$ cat src/rtl/vga_timing_gen.sv
// vga_timing_gen: raster timing generator for the pixel pipeline and VGA pins.
//
// A divide-by-DIV strobe (DIV = clk_mhz / pixel_mhz) paces a horizontal and a
// vertical position counter. All outputs are registered and decoded from the
// next counter values, so they line up with the position on the same clk.
//
// Ports
//   clk         in   system clock
//   rst         in   synchronous reset, active-low
//   pixel_en    out  1-clk strobe every DIV clks; high in the last clk of a position
//   hsync       out  horizontal sync, active-low
//   vsync       out  vertical sync, active-low
//   display_on  out  position is inside the active area
//   x, y        out  active-area column/row, 0 outside the active area
//   frame_cnt   out  frames completed, mod 2^16 (only with VGA_FRAME_CNT_EN)
//
// Build option
//   VGA_FRAME_CNT_EN  adds the frame_cnt port and its counter.
module vga_timing_gen #(
    parameter int unsigned clk_mhz       = 50,
    parameter int unsigned pixel_mhz     = 25,
    parameter int unsigned screen_width  = 640,
    parameter int unsigned screen_height = 480,
    parameter int unsigned h_front_porch = 16,
    parameter int unsigned h_sync_pulse  = 96,
    parameter int unsigned h_back_porch  = 48,
    parameter int unsigned v_front_porch = 10,
    parameter int unsigned v_sync_pulse  = 2,
    parameter int unsigned v_back_porch  = 33,
    parameter int unsigned w_x           = $clog2(screen_width),
    parameter int unsigned w_y           = $clog2(screen_height)
) (
    input  logic           clk,
    input  logic           rst,
    output logic           pixel_en,
    output logic           hsync,
    output logic           vsync,
    output logic           display_on,
    output logic [w_x-1:0] x,
    output logic [w_y-1:0] y
`ifdef VGA_FRAME_CNT_EN
    ,
    output logic [15:0]    frame_cnt
`endif
);

    localparam int unsigned PIX_SAFE = (pixel_mhz == 0) ? 1 : pixel_mhz;
    localparam int unsigned DIV      = clk_mhz / PIX_SAFE;
    localparam int unsigned H_TOTAL  = screen_width + h_front_porch + h_sync_pulse + h_back_porch;
    localparam int unsigned V_TOTAL  = screen_height + v_front_porch + v_sync_pulse + v_back_porch;
    localparam int unsigned HW       = $clog2(H_TOTAL);
    localparam int unsigned VW       = $clog2(V_TOTAL);
    localparam int unsigned DW       = (DIV > 1) ? $clog2(DIV) : 1;
    localparam int unsigned HS_START = screen_width + h_front_porch;
    localparam int unsigned HS_END   = HS_START + h_sync_pulse;
    localparam int unsigned VS_START = screen_height + v_front_porch;
    localparam int unsigned VS_END   = VS_START + v_sync_pulse;

    localparam logic [DW-1:0] DIV_LAST = DW'(DIV - 1);
    localparam logic [HW-1:0] H_LAST   = HW'(H_TOTAL - 1);
    localparam logic [VW-1:0] V_LAST   = VW'(V_TOTAL - 1);

    if ((pixel_mhz == 0) || (clk_mhz < pixel_mhz) || ((clk_mhz % PIX_SAFE) != 0)) begin : g_bad_div
        $error("vga_timing_gen: clk_mhz/pixel_mhz must be an integer >= 1");
    end

    logic [DW-1:0]  div_q, div_d;
    logic           pe_q, pe_d;
    logic [HW-1:0]  h_q, h_d;
    logic [VW-1:0]  v_q, v_d;
    logic           hsync_q, hsync_d;
    logic           vsync_q, vsync_d;
    logic           de_q, de_d;
    logic [w_x-1:0] x_q, x_d;
    logic [w_y-1:0] y_q, y_d;
    logic [31:0]    h_ext, v_ext;

    // pe_q is registered one clk behind the divider compare, so the strobe is
    // high during the last clk of a position and the counters step on the edge
    // that ends it. This also keeps (0,0) on screen for DIV clks after reset.
    always_comb begin
        div_d = (div_q == DIV_LAST) ? '0 : div_q + 1'b1;
        pe_d  = (div_q == DIV_LAST);
        h_d   = h_q;
        v_d   = v_q;
        if (pe_q) begin
            if (h_q == H_LAST) begin
                h_d = '0;
                v_d = (v_q == V_LAST) ? '0 : v_q + 1'b1;
            end else begin
                h_d = h_q + 1'b1;
            end
        end
        h_ext   = 32'(h_d);
        v_ext   = 32'(v_d);
        de_d    = (h_ext < screen_width) && (v_ext < screen_height);
        hsync_d = !((h_ext >= HS_START) && (h_ext < HS_END));
        vsync_d = !((v_ext >= VS_START) && (v_ext < VS_END));
        x_d     = de_d ? h_d[w_x-1:0] : '0;
        y_d     = de_d ? v_d[w_y-1:0] : '0;
    end

    always_ff @(posedge clk) begin
        if (!rst) begin
            div_q   <= '0;
            pe_q    <= 1'b0;
            h_q     <= '0;
            v_q     <= '0;
            hsync_q <= 1'b1;
            vsync_q <= 1'b1;
            de_q    <= 1'b0;
            x_q     <= '0;
            y_q     <= '0;
        end else begin
            div_q   <= div_d;
            pe_q    <= pe_d;
            h_q     <= h_d;
            v_q     <= v_d;
            hsync_q <= hsync_d;
            vsync_q <= vsync_d;
            de_q    <= de_d;
            x_q     <= x_d;
            y_q     <= y_d;
        end
    end

    assign pixel_en   = pe_q;
    assign hsync      = hsync_q;
    assign vsync      = vsync_q;
    assign display_on = de_q;
    assign x          = x_q;
    assign y          = y_q;

`ifdef VGA_FRAME_CNT_EN
    logic [15:0] frame_cnt_q, frame_cnt_d;

    // A frame completes on the strobe where both counters wrap to (0,0).
    always_comb begin
        frame_cnt_d = frame_cnt_q;
        if (pe_q && (h_q == H_LAST) && (v_q == V_LAST)) begin
            frame_cnt_d = frame_cnt_q + 16'd1;
        end
    end

    always_ff @(posedge clk) begin
        if (!rst) begin
            frame_cnt_q <= '0;
        end else begin
            frame_cnt_q <= frame_cnt_d;
        end
    end

    assign frame_cnt = frame_cnt_q;
`endif

endmodule

$ cat config.mk
export PLATFORM = sky130hd
export DESIGN_NAME = vga_timing_gen
export DESIGN_NICKNAME = d
export VERILOG_FILES = /design/src/rtl/vga_timing_gen.sv
export SDC_FILE = /design/constraint.sdc
export NUM_CORES = 1
export LEC_CHECK = 0
export ABC_AREA = 1
export CAP_MARGIN = 20
export CELL_PAD_IN_SITES_DETAIL_PLACEMENT = 1
export CELL_PAD_IN_SITES_GLOBAL_PLACEMENT = 1
export CORE_ASPECT_RATIO = 0.7
export CORE_MARGIN = 5
export CORE_UTILIZATION = 39
export DETAILED_ROUTE_END_ITERATION = 16
export GPL_ROUTABILITY_DRIVEN = 0
export HOLD_SLACK_MARGIN = 0.03
export MAX_ROUTING_LAYER = met4
export PLACE_DENSITY_LB_ADDON = 0.08
export SLEW_MARGIN = 20
export SYNTH_ARGS = -nofsm -noshare
export SYNTH_HDL_FRONTEND = slang
export SYNTH_SLANG_ARGS = --single-unit
$ cat constraint.sdc
create_clock -name clk -period 2.11 [get_ports clk]
set_input_delay 0.5275 -clock clk [delete_from_list [all_inputs] [get_ports clk]]
set_output_delay 0.5275 -clock clk [all_outputs]
set_load 0.02 [all_outputs]
[Word level (Yosys, flattened, before mapping)]
Cells that the tools add are included.
Storage, ports and cells
  register bits: 44
  bits of input ports: 2
  word-level logic and storage cells: 33
Cells by class
  add/sub/neg operators: 3
  order comparisons: 6
  equality and inequality tests: 2
  multiplexer cells: 5
  bitwise operators: 1
  reduce and logical (&&, ||, !) cells: 7
Operator list (number)
  two-way mux 10 bit: 5
  adder 10 x 1 -> 10 bit, second input constant: 2
  equality test 10 bit, second input constant: 2
  < comparator 10 bit, second input constant: 2
  < comparator 10 x 9 -> 1 bit, second input constant: 2
  greater-or-equal comparator 10 bit, second input constant: 1
  greater-or-equal comparator 10 x 9 -> 1 bit, second input constant: 1
  logical AND 1 bit: 3
  zero test 1 bit: 2
  AND reduction 2 bit: 1
  OR reduction 2 bit: 1
  adder 1 bit, second input constant: 1
  NOT 1 bit: 1

[Logic depth before layout (Yosys ltp)]
Gate-level depths: netlist (run 1).
  depth in word-level cells: 7
  depth in mapped cells: 13
  mapped depth without buffers: 13

[Worst setup path before layout (run 1)]
OpenSTA, ideal clock, no wires.
  kind: flip-flop to flip-flop
  start point: reg h_q[1]
  end point: reg y_q[4] (netlist: y[4])
  setup time: 126 ps
  arrival: 1665 ps
  required time: 1984 ps
  setup slack: 319 ps
  stages on the path, launching flop included: 13
  buffers on the path: 2
  period minus slack after synthesis: 1791 ps
  path through: dfxtp_1 -> ha_1 -> nand2_4 -> nor2_4 -> nand2_1 -> nor2_2 -> buf_6 -> nand3_4 -> a21oi_2 -> nand3_2 -> nand2_2 -> buf_6 -> nor2_2
On the way
  cells in the longest elaborated chain, start to end: 6
  elaborated cells between the ends (all ways): 10
  classes of those cells: 1 x add/sub; 2 x order compare; 1 x eq/ne; 4 x mux; 2 x reduce/logical
Ends and longest elaborated chain
  start, declared: RTL line 69  | logic [HW-1:0] h_q, h_d;
  start signal, assigned: RTL line 107  | h_q <= '0;
  start signal, assigned: RTL line 117  | h_q <= h_d;
  adder 10 x 1 -> 10 bit / equality test 10 bit (equally long branches): RTL line 91, 87
  two-way mux 10 bit: RTL line 87  | if (h_q == H_LAST) begin
  two-way mux 10 bit: RTL line 86  | if (pe_q) begin
  < comparator 10 bit / < comparator 10 x 9 -> 1 bit (equally long branches): RTL line 96  | de_d = (h_ext < screen_width) && (v_ext < screen_height);
  logical AND 1 bit: RTL line 96
  AND reduction 2 bit (no line)
  end signal, assigned: RTL line 123  | y_q <= y_d;
  end, declared: RTL line 75  | logic [w_y-1:0] y_q, y_d;
Several ways; a longest one is shown, not always the timed one.
A chain may end at the register's enable or synchronous reset.

[Worst setup path in the final report (run 1)]
  start point: reg pe_q (netlist: pixel_en)
  end point: out pixel_en
RTL lines
  start, declared: RTL line 68  | logic pe_q, pe_d;
  start signal, assigned: RTL line 116  | pe_q <= pe_d;
  end, declared: RTL line 35  | output logic pixel_en,
No word-level cell between the ends.

==> impl_results.md, run 1 <==
* Status: complete, no violations
* Clk_lat worst skew at 0.29 ns
* Proportion of layout cells with a drive suffix above 1 at 0.1898
* Congestion Overflow GR at 0
* Hold crit path type: flip-flop to flip-flop
* Reg2reg start: h_q[0]$_SDFF_PN0_
* CP Capture Type: output pin
* P&R area growth vs syn at 29.29%
* DIE AREA at 0.006381 sq mm
* Clk_skew at 0.005050 ns
* Commonest cells after routing, fill and taps aside: 49 x nand2_1, 48 x nor2_1, 41 x dfxtp_1
* Layout Cells excl Fill at 364
* Std-Cell Rows at 21
* Number of remaining DRC errors at 0
* Crit-path cells: buf_4, clkdlybuf4s50_1
* Vias at 1675
* Buffers & Inverters on Critical Path at 2
* CTS Root Cell: clkbuf_8
* Endpoints failing hold at 0
* Synthesized area per cell at 7.497 sq um
* Post-DP HPWL at 3665 microns
* Worst hold path depth at 1
* Slew Limit Fails at 0
* CTS Hold Bufs at 0
* Global-route wire length before repair at 8183 microns
* Final period util at 0.9246
* Shortest period the worst path allows at 1.951 ns
* Final net count at 299
* Number of I/O port buffers at 24
* Register bit total from synthesis at 44
* Clock Path Buffers at 2
* Reg2reg end: x[2]$_SDFF_PN0_
* TritonCTS clock tree: yes
* Max-cap violations at 0
* Synthesized instance count at 253
* Power Density at 591.7 mW/mm^2
* Seq/Total Area, Yosys at 0.4644
* Pre-antenna DRT Iters at 4
* Hold EP: div_q$_SDFF_PP0_
* Initial DRC count at 64
* Initial antenna violation count at 0
* Inst Count DP at 356
* Number of global-route vias before repair at 1745
* CP arrival at 1.42 ns
* Antenna cells at 0
* Postcts setup bufs at 0
* Max-slew headroom at 0.7166
* Unique masters post-synth at 30
* CP delay by family, top: buffers and inverters
* R2r worst-path depth at 13
* # setup viols final at 0
* Worst Max-Slew Pin Slew at 0.4246 ns
* Worst Path Required at 1.58 ns
* Commonest non-fill, non-tap cell in the layout: nand2_1
* Largest net degree at the start of global routing at 17
* Net Count, Synth at 258
* Final ANT Viol Nets at 0
* Wire per inst at 12.87 microns
* Maximum vdd drop at 0.0003457 V
* Lkg Pwr at 1.032 nW
* Warnings from Yosys at 0
* Die width at 93.36 microns
* Drt via density at 4.602
* Min-delay src: div_q$_SDFF_PP0_
* Initial core utilization at 0.3988
* Core Region at 0.004756 sq mm
* Worst-path clk slew at 0.08 ns
* # IOs at 25
* Clock sinks at 44
* All-Layer GR Usage at 0.1720
* CP max FO at 5
* Worst Path Class, Setup: flip-flop to output pin
* Crit path largest cell delay at 0.60 ns
* Reg-to-reg slack, setup at 0.18 ns
* Slowest-stage cell, CP: clkdlybuf4s50_1
* Synthesized cell area at 0.001897 sq mm
* # H-tree levels at 2
* Startpoint types: flip-flop
* Final wirelength at 4683 microns
* Total CTS buffers at 5
* Die H at 68.35 microns
* Final core occ at 0.5157
* Fmax at 512.6 MHz
==> stage by stage <==
step                power [mW]  worst slack, ns    TNS, ns  instance area [sq um]  hold WS, ns
floorplan               0.9053           0.3189          0                   1897       0.3924
finish                   1.451           0.1591          0                   2452       0.4178
CTS                      1.464          0.02705          0                   2400       0.4205
global placement        0.9338          0.04056          0                   2307       0.4055
detailed placement      0.9347          0.04733          0                   2307       0.4090
global route             1.531        -0.004595  -0.004595                   2452       0.4363
==> state kept, by name (all words and copies together) (netlist names) <==
signal and count:
display_on 1, div_q 1, h_q 10, hsync 1, pixel_en 1, v_q 10, vsync 1, x 10
y 9
==> synthesized netlist by cell type <==
| cell type | instances | area (sq um) |
|---|---|---|
| o21bai_1 | 1 | 7.510 |
| o22ai_1 | 1 | 6.260 |
| clkbuf_1 | 1 | 3.750 |
| nand3_4 | 1 | 17.52 |
| nor2_4 | 2 | 22.52 |
| buf_4 | 1 | 7.510 |
| nand2_2 | 3 | 18.77 |
| buf_6 | 3 | 33.78 |
| nor3b_1 | 1 | 7.510 |
| nand2_1 | 49 | 183.9 |
| nor2_2 | 11 | 68.82 |
| buf_1 | 1 | 3.750 |
| xnor2_1 | 1 | 8.760 |
| nand2_4 | 1 | 11.26 |
| xor2_1 | 3 | 26.28 |
| nand3_2 | 2 | 20.02 |
| a21oi_2 | 1 | 8.760 |
| dfxtp_1 | 44 | 880.8 |
| nor3_1 | 3 | 15.01 |
| ha_1 | 3 | 37.54 |
| inv_1 | 33 | 123.9 |
| inv_2 | 1 | 3.750 |
| o21ai_0 | 7 | 35.03 |
| nor2_1 | 50 | 187.7 |
| nand4_1 | 7 | 43.79 |
| o21ai_1 | 1 | 5.000 |
| a21oi_1 | 3 | 15.01 |
| nand3_1 | 16 | 80.08 |
| or2_2 | 1 | 6.260 |
| a31oi_1 | 1 | 6.260 |
==> worst max-delay path by stage <==
stage / from / to / cells after the start
after floorplan: h_q[1]$_SDFF_PN0_ / y[4]$_SDFF_PN0_ / 12
after global placement: v_q[0]$_SDFF_PN0_ / y[0]$_SDFF_PN0_ / 13
after detailed placement: h_q[1]$_SDFF_PN0_ / x[2]$_SDFF_PN0_ / 13
after CTS: h_q[1]$_SDFF_PN0_ / x[2]$_SDFF_PN0_ / 13
after global routing: h_q[0]$_SDFF_PN0_ / x[1]$_SDFF_PN0_ / 13
final: pixel_en$_SDFF_PN0_ / pixel_en / 2
==> where the power goes <==
group	switching, mW	leakage, nW	internal [mW]
Clock	0.270	0.0510	0.261
Combinational	0.0442	0.624	0.0301
Sequential	0.00637	0.357	0.839
==> metal layers <==
metal,track usage,wire (microns),vias to the layer above
met3,0.03956,193,5
met4,0.04936,38,0
met5,-,0,-
met1,0.2395,2560,780
li1,-,-,860
met2,0.2484,1891,30
==> logic make-up after synthesis <==
kind of cell,share of synthesized area
buffers and inverters,0.09300
xor gates and xnor gates,0.01847
adders and majority gates,0.01979
AOI/OAI and AO/OA,0.04420
and+or+nand+nor,0.3602
DFF,0.4644
==> what timing repair did <==
item | in CTS | in global routing
gates resized for setup | 0 | 13
hold endpoints to repair | 0 | 0
setup endpoints to repair | 0 | 21
==> area by class of cell <==
cell class	count	area (sq um)
fillers	588	2303
multi-input cells	169	888.4
flip-flops and latches	44	884.6
repair buffers	40	372.9
inverters	34	127.6
well taps	69	86.33
clock buffers	6	82.58
clock inverters	2	10.01
(Power assumes the default switching activity.)
==> run 2, diff against run 1 <==
- CELL_PAD_IN_SITES_DETAIL_PLACEMENT: 1 -> not set
- CELL_PAD_IN_SITES_GLOBAL_PLACEMENT: 1 -> not set
- CORE_UTILIZATION: 39 -> 54
==> run 2 against run 1 <==
Sequential share of layout area rose by 0.96 points. Clock skew about the same. Combinational power decreased by 8.7%. Cell count fell by 6.6%. Maximum frequency down 3.4%. Non-clock buffer count shrank 5. Global-route usage is 1.7 points higher. Final area shrank 2.6%. Critical endpoint unchanged.
==> impl_results.md, run 2 (synthesis gave the netlist of run 1 again) <==
* Status: complete, no violations
* Final period util at 0.9571
* Crit-path cells: buf_4, clkdlybuf4s50_1
* # setup viols final at 0
* Postcts setup bufs at 0
* CP delay by family, top: buffers and inverters
* Final ANT Viol Nets at 0
* RSZ-0062 raised after global routing: false
* Vias at 1631
* Commonest cells after routing, fill and taps aside: 49 x nand2_1, 49 x nor2_1, 41 x dfxtp_1
* Global routing usage on met1 at 0.2685
* Hold crit path type: flip-flop to flip-flop
* Initial DRC count at 132
* GRT Max-Usage Layer: met1
* Global-route wire length before repair at 6699 microns
* All-Layer GR Usage at 0.1885
* TNS Setup at 0 ns
* CP max FO at 8
* Clock Path Buffers at 2
* Clock sinks at 44
* Clk_lat worst skew at 0.29 ns
* # IOs at 25
* CP arrival at 1.49 ns
* Final wirelength at 3940 microns
* Crit path largest cell delay at 0.60 ns
* Die H at 59.59 microns
* Total CTS buffers at 5
* # H-tree levels at 2
* Area of the multi-input gates at 867.1 sq um
* CTS Root Cell: clkbuf_8
* Max-slew headroom at 0.6860
* DIE AREA at 0.004817 sq mm
* Power Density at 644.9 mW/mm^2
* Worst-path clk slew at 0.08 ns
* Number of global-route vias before repair at 1479
* Initial core utilization at 0.5505
* Slowest-stage cell, CP: clkdlybuf4s50_1
* Die width at 80.84 microns
* Final net count at 294
* CP Capture Type: output pin
* CTS Hold Bufs at 0
* Antenna cells at 0
* Number of remaining DRC errors at 0
* Slew Limit Fails at 0
* TritonCTS clock tree: yes
* Pwr Total at 1.540 mW
* Grt met3 use at 0.04103
* FF/Latch Area at 884.6 sq um
* Post-DP HPWL at 2960 microns
* P&R area growth vs syn at 25.92%
* Proportion of layout cells with a drive suffix above 1 at 0.1621
* Largest net degree at the start of global routing at 17
* Endpoints failing hold at 0
* Clk_skew at 0.004591 ns
* Lkg Pwr at 1.014 nW
* Drt via density at 4.797
* Maximum vdd drop at 0.0005717 V
* Congestion Overflow GR at 0
* Met2 GRT Util at 0.2620
* Worst Path Class, Setup: flip-flop to output pin
* Shortest period the worst path allows at 2.020 ns
* Worst Max-Slew Pin Slew at 0.4661 ns
* Initial antenna violation count at 0
* Fmax at 495.2 MHz
* Max-cap violations at 0
* # fillers at 294
* Pre-antenna DRT Iters at 5
* Number of I/O port buffers at 24
* Startpoint types: flip-flop
* Buffers & Inverters on Critical Path at 2
* Std-Cell Rows at 18
* Worst Path Required at 1.58 ns
* Wire per inst at 11.59 microns
* Core Region at 0.003446 sq mm
run 2: changes by cell type in the layout (fill, tap and decap cells not counted):
cell        before  now
buf_4           15   10
nand3_1         14   16
nand3_2          3    1
a21oi_1          2    3
a21oi_2          2    1
bufinv_16        0    1
clkbuf_8         6    5
clkinv_2         2    1
clkinvlp_4       0    1
nor2_1          48   49
nor2_4           4    3
o21ai_0          7    6
o21ai_1          1    2
run 2: worst register-to-register path, delay by kind of cell (launching register included):
family                   cells  cell delay (ns)
adder cells (fa/ha/maj)      1             0.17
buffers and inverters        2             0.32
AND/OR/NAND/NOR             11             0.97
flip-flops                   1             0.38
run 2: per-stage QoR:
step | cells | instance area, sq um | worst slack, ns | utilization | hold WS [ns]
2_1_floorplan | 253 | 1897 | 0.3189 | - | 0.3924
3_3_place_gp | 332 | 2246 | 0.08907 | 0.6518 | 0.4021
4_1_cts | 340 | 2359 | 0.02660 | 0.6845 | 0.4205
5_1_grt | 340 | 2389 | 0.003000 | 0.6932 | 0.4465
6_report | 340 | 2389 | 0.09047 | 0.6932 | 0.4175
3_5_place_dp | 332 | 2246 | 0.05071 | 0.6518 | 0.4089
run 2: worst paths after layout:
kind	cells past startpoint	from	endpoint	slack [ns]
setup / recovery	2	pixel_en$_SDFF_PN0_	pixel_en	0.09
hold / removal	1	div_q$_SDFF_PP0_	div_q$_SDFF_PP0_	0.42
setup reg to reg	14	h_q[0]$_SDFF_PN0_	x[6]$_SDFF_PN0_	0.16
hold reg to reg	1	div_q$_SDFF_PP0_	div_q$_SDFF_PP0_	0.42
run 2: per-layer routing:
metal / up-vias / routed length (microns)
met1: 721 / 2090
li1: 856 / -
met5: - / 0
met3: 6 / 225
met2: 48 / 1575
met4: 0 / 48
run 2: what timing repair did:
| action | in CTS | in global routing |
|---|---|---|
| setup endpoints to repair | 1 | 21 |
| pin swaps | 0 | 0 |
| resized for setup | 1 | 8 |
| endpoints found under the hold margin | 0 | 0 |
run 2: where the power goes:
group	internal (mW)	switching (mW)	leakage, nW
combinational	0.0284	0.0395	0.603
clock	0.350	0.276	0.0541
sequential	0.839	0.00764	0.357
run 2: area by class of cell:
cell class                      instances  share of cell area
Clock buffer                            5             0.02881
Clock inverter                          3             0.01781
Inverter                               34             0.05343
Multi-Input combinational cell        169              0.3630
Sequential cell                        44              0.3704
Tap cell                               50             0.02619
Timing Repair Buffer                   35              0.1404
==> run 3, diff against run 2 <==
- ABC_AREA: 1 -> not set
- CORE_UTILIZATION: 54 -> 53
- CTS_CLUSTER_DIAMETER: not set -> 50
- HOLD_SLACK_MARGIN: 0.03 -> not set
==> run 3 against run 2 <==
The flow now finishes with violations (negative setup slack). Combinational power shrank 7.7%. Register-to-register slack got worse by 0.31 ns. Power fell by 6.3%. Synthesized cell count fell by 25%. Global-route usage grew 1.6 points. Sequential cell count stayed put. Worst setup slack lost 0.24 ns. Sequential share of layout area down 1.9 points. Routed wire length grew 31%. Critical path type is now flip-flop to flip-flop.
==> impl_results.md, run 3 <==
* Crit-path cells: or4b_4, nor4_4, buf_4, nor4b_2, inv_1, o2111ai_4, buf_6, nor4_2
* Worst Path Required at 2.31 ns
* DIE AREA at 0.004651 sq mm
* CP Capture Type: flip-flop
* Commonest cells after routing, fill and taps aside: 34 x dfxtp_1, 24 x clkdlybuf4s50_1, 23 x buf_4
* Die width at 79.40 microns
* Clock Path Buffers at 2
* Hold crit path type: flip-flop to flip-flop
* All-Layer GR Usage at 0.2048
* Core Region at 0.003191 sq mm
* Number of I/O port buffers at 24
* Failing checks: negative setup slack
* # H-tree levels at 2
* Layout Cells excl Fill at 283
* Unique masters post-synth at 42
* Number of remaining DRC errors at 0
* Synthesized area per cell at 9.404 sq um
* Final wirelength at 5173 microns
* Maximum vdd drop at 0.0004191 V
* Die H at 58.58 microns
* Shortest period the worst path allows at 2.262 ns
* Final period util at 1.072
* Final core occ at 0.8024
* Congestion Overflow GR at 0
* EDFF count, synth at 0
* Drt via density at 6.018
* Slew Limit Fails at 0
* Inst Count DP at 265
* P&R area growth vs syn at 43.28%
* Wire per inst at 18.28 microns
* Proportion of layout cells with a drive suffix above 1 at 0.3184
* Initial core utilization at 0.5600
* Final ANT Viol Nets at 0
* CTS Root Cell: clkbuf_8
* Worst Path Class, Setup: flip-flop to flip-flop
* Setup ws final at -0.1516 ns
* Startpoint types: flip-flop
* Power Density at 564.1 mW/mm^2
* Lkg Pwr at 0.9471 nW
* Largest net degree at the start of global routing at 13
* # IOs at 25
* Most frequent cell after synthesis: dfxtp_1
* Post-DP HPWL at 3058 microns
* Clk_skew at 0.004885 ns
* Seq/Total Area, Yosys at 0.4930
* Synth area leader: dfxtp_1
* Fmax at 442.2 MHz
* Clock sinks at 44
* Max-slew headroom at 0.7153
* Endpoints failing hold at 0
* Commonest non-fill, non-tap cell in the layout: dfxtp_1
* Warnings from Yosys at 0
* Number of global-route vias before repair at 1533
* Initial antenna violation count at 0
* Antenna cells at 0
* Register bit total from synthesis at 44
* Post-Place Worst Slack at -0.06517 ns
* Top-area cell type share of the netlist area at 0.4930
* TritonCTS clock tree: yes
* Slowest-stage cell, CP: or4b_4
* Crit path largest cell delay at 0.55 ns
* RSZ-0062 raised after global routing: true
* Synthesized cell area at 0.001787 sq mm
* CP max FO at 5
* Reg-to-reg slack, setup at -0.15 ns
* Status: complete, but fails checks
* Vias at 1703
* Ys async rst share at 0
* Synth top cells by count: 44 x dfxtp_1, 25 x nor3_1, 22 x nor2_1, 12 x nand2_1, 7 x inv_1
* CP arrival at 2.46 ns
* Synth Flop Type: dfxtp_1
* Initial DRC count at 270
* Hold WS at 0.4115 ns
* Clk_lat worst skew at 0.30 ns
* Max-cap violations at 0
* Synthesized instance count at 190
* Net Count, Synth at 195
* Global-route wire length before repair at 7065 microns
* Pre-antenna DRT Iters at 4
* Pwr Total at 1.444 mW
* Worst Max-Slew Pin Slew at 0.4239 ns
* Final net count at 249
* Total CTS buffers at 5
* Worst-path clk slew at 0.07 ns
* Synth area leaders: dfxtp_1 49%, nor3_1 7.0%, nor2_1 4.6%
* # setup viols final at 21
* Std-Cell Rows at 17
[run 3: routing by layer]
metal	GRT usage	share of wire
met1	0.2571	0.41
met2	0.3046	0.48
met3	0.05352	0.085
met4	0.1078	0.033
met5	-	0
[run 3: worst paths after layout]
kind         cells past startpoint               end              start
min                              1  div_q$_SDFF_PP0_   div_q$_SDFF_PP0_
min reg2reg                      1  div_q$_SDFF_PP0_   div_q$_SDFF_PP0_
max reg2reg                      8   x[3]$_SDFF_PN0_  v_q[5]$_SDFF_PN0_
max                              8   x[3]$_SDFF_PN0_  v_q[5]$_SDFF_PN0_
[run 3: final cells by class]
type,instances,area (sq um)
clock buffers,8,90.09
fillers,192,630.6
inverters,8,30.03
multi-input cells,132,1013
flip-flops and latches,44,898.4
well taps,38,47.55
repair buffers,53,480.5
[run 3: critical path: cells and delay by family, from the launching register on]
family,cells,cell delay [ns]
buffers and inverters,3,0.49
AO/OA/AOI/OAI,1,0.19
AND/OR/NAND/NOR,4,1.14
flip-flops,1,0.32
[run 3: metrics by stage]
stage	setup TNS (ns)	area, sq um
6_report	-1.200	2560
2_1_floorplan	0	1788
3_5_place_dp	-0.5909	2185
4_1_cts	-0.04112	2320
3_3_place_gp	0	2185
5_1_grt	-2.929	2560
[run 3: where the power goes]
part | internal, mW | total [mW] | switching, mW
logic | 0.0280 | 0.0627 | 0.0347
clock network | 0.267 | 0.539 | 0.272
registers | 0.836 | 0.842 | 0.00624
total | 1.13 | 1.44 | 0.313
[run 3: what timing repair did]
action                     4_1_cts  5_1_grt
resized for setup                7       47
setup endpoints to repair       19       21
hold buffers                     0        0
gates cloned                     0        3
buffers inserted                 1        6
pin swaps                        1       11
[run 3: kinds of logic (layout without fill, tap and decap cells)]
family                     count (synthesis)  after routing  share of synthesized area
xor gates and xnor gates                  10             10                    0.04902
and+or+nand+nor                           97             97                     0.3193
AOI/OAI and AO/OA                         20             20                    0.07074
adders and majority gates                  3              3                    0.02101
DFF                                       44             44                     0.4930
muxes                                      2              2                    0.01120
buffers and inverters                     14             69                    0.03571
